File: src/rtl/trdb_branch_map.sv
// rtl/trdb_branch_map.sv - retired conditional branch outcome bit map
//
// Purpose:
//   Records the taken/not-taken outcome of each retired conditional branch
//   into a bit map, in retirement order, for the packet priority stage.
//   The map is cleared by flush_i when a packet carrying it is emitted.
//   During the flush cycle the outputs still show the pre-flush contents,
//   so the emitter samples them in the same cycle as flush_i.
//
// Optional feature macro: TRDB_BRANCH_MAP_OVERFLOW_EN
//   defined   - a write into a full map sets a sticky overflow register,
//               cleared only by flush_i or reset; a simulation assertion
//               reports the event.
//   undefined - a write into a full map is silently dropped and
//               overflow_o is tied to 0.
//
// Parameters:
//   NUM_BRANCHES - map capacity in branches (1..XLEN), default 31
//   CNT_W        - branch counter width, $clog2(NUM_BRANCHES+1)
//
// Ports:
//   clk_i          in   clock
//   rst_ni         in   asynchronous active-low reset
//   valid_i        in   retired instruction qualified for tracing
//   branch_i       in   retired instruction is a conditional branch
//   branch_taken_i in   branch outcome, 1 = taken
//   flush_i        in   map is being emitted this cycle; clear it
//   map_o          out  bit i = i-th recorded branch, 1 = NOT taken
//   branches_o     out  number of valid bits in map_o
//   is_full_o      out  branches_o == NUM_BRANCHES
//   is_empty_o     out  branches_o == 0
//   overflow_o     out  sticky overflow flag

module trdb_branch_map #(
    parameter int unsigned NUM_BRANCHES = 31,
    parameter int unsigned CNT_W        = $clog2(NUM_BRANCHES + 1)
) (
    input  logic                    clk_i,
    input  logic                    rst_ni,
    input  logic                    valid_i,
    input  logic                    branch_i,
    input  logic                    branch_taken_i,
    input  logic                    flush_i,
    output logic [NUM_BRANCHES-1:0] map_o,
    output logic [CNT_W-1:0]        branches_o,
    output logic                    is_full_o,
    output logic                    is_empty_o,
    output logic                    overflow_o
);

    logic [NUM_BRANCHES-1:0] r_map;
    logic [CNT_W-1:0]        r_count;

    logic                    w_wr;
    logic                    w_full;
    logic                    w_empty;
    logic [NUM_BRANCHES-1:0] w_map_nxt;
    logic [CNT_W-1:0]        w_count_nxt;

    assign w_wr    = valid_i & branch_i;
    assign w_full  = (r_count == CNT_W'(NUM_BRANCHES));
    assign w_empty = (r_count == '0);

    // Next-state rules in priority order: flush (optionally restarting the
    // map with the incoming branch), append, then hold. A write into a full
    // map falls through to hold, which is what drops it.
    always_comb begin
        w_map_nxt   = r_map;
        w_count_nxt = r_count;
        if (flush_i) begin
            w_map_nxt   = '0;
            w_count_nxt = '0;
            if (w_wr) begin
                w_map_nxt[0] = ~branch_taken_i;
                w_count_nxt  = CNT_W'(1);
            end
        end else if (w_wr && !w_full) begin
            // Bit selection by compare keeps the write index in range for
            // any NUM_BRANCHES; bits above the count remain 0.
            for (int i = 0; i < int'(NUM_BRANCHES); i++) begin
                if (CNT_W'(i) == r_count) begin
                    w_map_nxt[i] = ~branch_taken_i;
                end
            end
            w_count_nxt = r_count + CNT_W'(1);
        end
    end

    always_ff @(posedge clk_i or negedge rst_ni) begin
        if (!rst_ni) begin
            r_map   <= '0;
            r_count <= '0;
        end else begin
            r_map   <= w_map_nxt;
            r_count <= w_count_nxt;
        end
    end

`ifdef TRDB_BRANCH_MAP_OVERFLOW_EN
    logic r_overflow;
    logic w_overflow_evt;

    // Flush has priority, so an overflow can only happen without flush_i.
    assign w_overflow_evt = w_wr & ~flush_i & w_full;

    always_ff @(posedge clk_i or negedge rst_ni) begin
        if (!rst_ni) begin
            r_overflow <= 1'b0;
        end else if (flush_i) begin
            r_overflow <= 1'b0;
        end else if (w_overflow_evt) begin
            r_overflow <= 1'b1;
        end
    end

    // The priority stage should flush while the map is full; a write into
    // a full map means a branch outcome has been lost.
    always_ff @(posedge clk_i) begin
        if (rst_ni) begin
            assert (!w_overflow_evt)
                else $warning("trdb_branch_map: branch dropped, map full");
        end
    end

    assign overflow_o = r_overflow;
`else
    assign overflow_o = 1'b0;
`endif

    assign map_o      = r_map;
    assign branches_o = r_count;
    assign is_full_o  = w_full;
    assign is_empty_o = w_empty;

endmodule

File: config.mk
export PLATFORM = sky130hd
export DESIGN_NAME = trdb_branch_map
export DESIGN_NICKNAME = d
export VERILOG_FILES = /design/src/rtl/trdb_branch_map.sv
export SDC_FILE = /design/constraint.sdc
export NUM_CORES = 1
export LEC_CHECK = 0
export CORE_ASPECT_RATIO = 2
export CORE_UTILIZATION = 47
export CTS_CLUSTER_DIAMETER = 40
export DETAILED_ROUTE_END_ITERATION = 8
export GPL_TIMING_DRIVEN = 0
export PLACE_DENSITY = 0.85
export SLEW_MARGIN = 20
export SYNTH_ARGS = -nofsm -noshare
export SYNTH_HDL_FRONTEND = slang
export SYNTH_SLANG_ARGS = --single-unit
File: constraint.sdc
create_clock -name clk_i -period 3.01 [get_ports clk_i]
set_input_delay 0.4515 -clock clk_i [delete_from_list [all_inputs] [get_ports clk_i]]
set_output_delay 0.4515 -clock clk_i [all_outputs]
set_load 0.03 [all_outputs]
-- Word level (Yosys, flattened, before mapping)
Cells that the tools add are included.
- bits in registers: 36
- output and inout bits: 39
- input port bits: 6
- word-level logic and storage cells: 169
- $add $sub $neg: 1
- bitwise gates (word level): 2
- equality and inequality tests: 31
- muxes and demuxes: 37
- reductions and logical operators: 66
- operators with widths (operator ; number):
    == test 5 bit, first input constant ; 15
    nonzero test 2 bit ; 32
    2-to-1 mux 31 bit ; 2
    AND reduction 2 bit ; 31
    == test 4 x 5 -> 1 bit, first input constant ; 8
    2-to-1 mux 1 bit ; 33
    == test 3 x 5 -> 1 bit, first input constant ; 4
    == test 2 x 5 -> 1 bit, first input constant ; 2
    2-to-1 mux 5 bit ; 2
    adder 5 x 1 -> 5 bit, second input constant ; 1
    == test 1 x 5 -> 1 bit, first input constant ; 1
    == test 5 bit, second input constant ; 1
    zero test 5 bit ; 1
    bitwise AND 1 bit ; 1
    logical AND 1 bit ; 1
    zero test 1 bit ; 1
    NOT 1 bit ; 1

-- Longest topological paths before layout
- depth in word-level cells: 5
- gate-level depth with buffers: 8

-- Least setup slack after synthesis
Ideal clock, no wire load.
- path kind: register to register
- start: register r_count[0], in the netlist branches_o[0]
- end: register r_map[0], in the netlist map_o[0]
- required time: 2.914 ns
- path slack: 0.594 ns
- arrival time: 2.320 ns
- stages on the path, launching flop included: 6
- cell sequence: dfrtp_1 inv_1 ha_1 nor4b_1 a21oi_1 o31ai_1
- elaborated cells on any way between the ends: 7
- RTL lines (item ; line ; text):
    start: declaration ; 52 ; logic [CNT_W-1:0] r_count;
    start signal: assignment ; 95 ; r_count <= w_count_nxt;
    zero test 5 bit ; -- ;
    net is_empty_o ; 47 ; output logic is_empty_o,
    nonzero test 2 bit (no line) ; -- ;
    AND reduction 2 bit (no line) ; -- ;
    end signal: assignment ; 94 ; r_map <= w_map_nxt;
    end: declaration ; 51 ; logic [NUM_BRANCHES-1:0] r_map;
The timed path passes the listed nets, and every way through them passes these cells.
A chain may end at the register's enable or synchronous reset.

-- Worst setup path after layout
- start: register r_count[2], in the netlist branches_o[2]
- end: output port is_full_o
- cells in the longest elaborated chain, start to end: 1
- RTL lines (item ; line ; text):
    == test 5 bit ; 61 ; assign w_full = (r_count == CNT_W'(NUM_BRANCHES));
    end: declaration ; 46 ; output logic is_full_o,
No other way between the ends.

==> flow_metrics.py <==
metrics = {
    "sta": {
        "tightest_slew_ns": 0.522,
        "tns_ns": 0,
        "finalCritPeriodShare_pct": 94.0,
        "finalClockSkew_ns": 0.00631,
        "holdWs_ns": 0.0949,
        "finalHoldViolCount": 0,
        "slew_violations": 0,
        "setup_violations": 0,
        "max_freq_mhz": 353,
        "period_minus_slack_ns": 2.83,
        "slew_headroom_pct": 65.2,
        "setup_slack_ns": 0.181,
        "rsz0062_at_grt": "false",
    },
    "setup_path": {
        "end_kind": "output port",
        "worstPathRequired_ns": 2.56,
        "cp-start-kind": "register",
        "cp.arrival_ns": 2.38,
        "crit_type": "register to output port",
        "r2r_slack_ns": 0.32,
        "cp_max_fo": 10,
    },
    "synth": {
        "synth_commonest_cells": "dfrtp_1, o311ai_0, o41ai_1",
        "syn_nets": 182,
        "synth_top_area_cell": "dfrtp_1",
        "synth.distinct_cells": 27,
        "synth_area_leaders": "dfrtp_1, o311ai_0, o41ai_1, ha_1, nand2_1",
        "yosysMostFrequentCell": "dfrtp_1",
        "ys_warn_count": 0,
        "synthArstFlopShare_pct": 100,
        "syn_inst": 170,
        "synth-seq-cells": 36,
        "yosysSeqAreaShare_pct": 48.7,
        "ys.flop_type": "dfrtp_1",
        "synth_edf_count": 0,
        "syn_area_per_cell_um2": 10.9,
        "synth_top_area_share_pct": 48.7,
        "syn_area_mm2": 0.00185,
    },
    "placed_design": {
        "post-place-ws_ns": 0.384,
        "port-buffer-count": 42,
        "place_hpwl_um": 3520,
        "placed_area_mm2": 0.00235,
        "routabilityCongestion": 0.864,
    },
    "power_and_ir_drop": {
        "p_leak_nw": 0.957,
        "power_uw": 983,
        "p_per_area_mw_per_mm2": 401,
        "irDropWorstVdd_mv": 0.361,
    },
    "clock_tree": {
        "cts_setup_buffers": 0,
        "ctsHoldBuffers": 0,
        "clockRootBuffer": "clkbuf_8",
        "htreeDepth": 2,
        "cts_buffer_depth": 2,
        "cts.sinks": 36,
        "cts_resized": 0,
        "cts_tree": "built",
        "cts_buffers": 5,
        "clock_latency_ns": 0.29,
        "path_clk_slew_ns": 0.07,
    },
    "cells_and_area": {
        "finalNetCount": 232,
        "drive_gt1_share_pct": 7.73,
        "antenna_cells": 0,
        "design_area_mm2": 0.00245,
        "synthToLayoutAreaGrowth_pct": 32.5,
    },
    "outcome": {
        "status": "finished clean",
    },
    "drt": {
        "vias_per_cell": 6.32,
        "first_pass_iters": 4,
        "ant_nets": 0,
        "wl_per_cell_um": 17.5,
        "drtIter0Drc": 59,
        "drc": 0,
        "num_vias": 1701,
        "totalWireLength_um": 4710,
    },
    "die": {
        "initial_core_util_pct": 50.2,
        "pin_count": 45,
        "chipWidth_um": 46.3,
        "die_h_um": 90.7,
        "num_rows": 31,
        "core-area_mm2": 0.00368,
        "die_area_mm2": 0.00420,
    },
    "global_route": {
        "grt_usage_pct": 25.6,
        "grt_start_max_net_pins": 21,
        "grt_pass1_vias": 1627,
        "antenna_found_initial": 0,
        "grt_pass1_wl_um": 7870,
        "grt.overflow.total": 0,
    },
    "flow_run": {
        "max_cap_violations": 0,
    },
    "hold_path": {
        "hp-class": "primary input to async pin",
    },
}
-- cell type report --
cell class | instances | area (um^2)
Tap cell | 49 | 61.3
Inverter | 7 | 26.3
Fill cell | 307 | 1240
Clock buffer | 7 | 96.3
Sequential cell | 36 | 901
Buffer | 19 | 103
Multi-Input combinational cell | 108 | 818
Timing Repair Buffer | 43 | 443
-- layer usage --
| layer | vias to the layer above | part of all wire (%) | wire length, um | GRT usage, % |
|---|---|---|---|---|
| li1 | 792 | - | - | - |
| met1 | 825 | 37 | 1760 | 29.5 |
| met2 | 70 | 54 | 2560 | 41.7 |
| met3 | 14 | 4.8 | 228 | 5.00 |
| met4 | 0 | 3.4 | 161 | 13.5 |
| met5 | - | 0 | 0 | 0 |
-- power by group --
group	switching, mW	internal [mW]	total (mW)
Sequential	0.00603	0.488	0.494
Combinational	0.0817	0.0386	0.120
Clock	0.164	0.204	0.368
-- worst max-delay path: stages, from the launching register on --
cell and delay, ns:
dfrtp_1 0.47, nand2_1 0.14, clkbuf_1 0.28, nor2_1 0.21
ha_1 0.28, clkdlybuf4s50_1 0.70
-- state kept, by name (all words and copies together) (netlist names) --
name and cells:
branches_o 5, map_o 31
-- final timing paths --
check                         startpoint       endpoint  depth (start not counted)
setup reg to reg           branches_o[2]       map_o[2]                          8
hold reg to reg                map_o[13]      map_o[13]                          2
min in group clk_i               flush_i  branches_o[1]                          2
setup / recovery           branches_o[2]      is_full_o                          5
hold / removal                    rst_ni      map_o[28]                          1
max in group asynchronous         rst_ni       map_o[6]                          2
-- logic make-up after synthesis --
logic type,Yosys count,share of synthesized area (%)
AOI/OAI and AO/OA,63,27.9
DFF,36,48.7
and+or+nand+nor,34,9.95
buffers and inverters,26,6.97
adders and majority gates,6,4.06
muxes,4,2.17
other,1,0.203
-- per-stage QoR --
step	util, %	instances
CTS	66.5	269
global placement	63.2	261
floorplan	-	170
detailed placement	63.8	262
global route	66.5	269
finish	66.5	269
-- layout by cell type (no fill, tap or decap), types with 3 or more instances in the layout --
cell / n
inv_1: 7
clkdlybuf4s50_1: 41
o21ai_0: 3
clkbuf_1: 9
or3_1: 3
nand2b_1: 6
buf_2: 5
o41ai_1: 25
o311ai_0: 26
dfrtp_1: 36
clkbuf_8: 7
ha_1: 6
nand2_1: 12
nor4_1: 4
a21oi_1: 6
mux2i_1: 4
buf_6: 3
No activity file was read; power rests on OpenSTA's default activity.
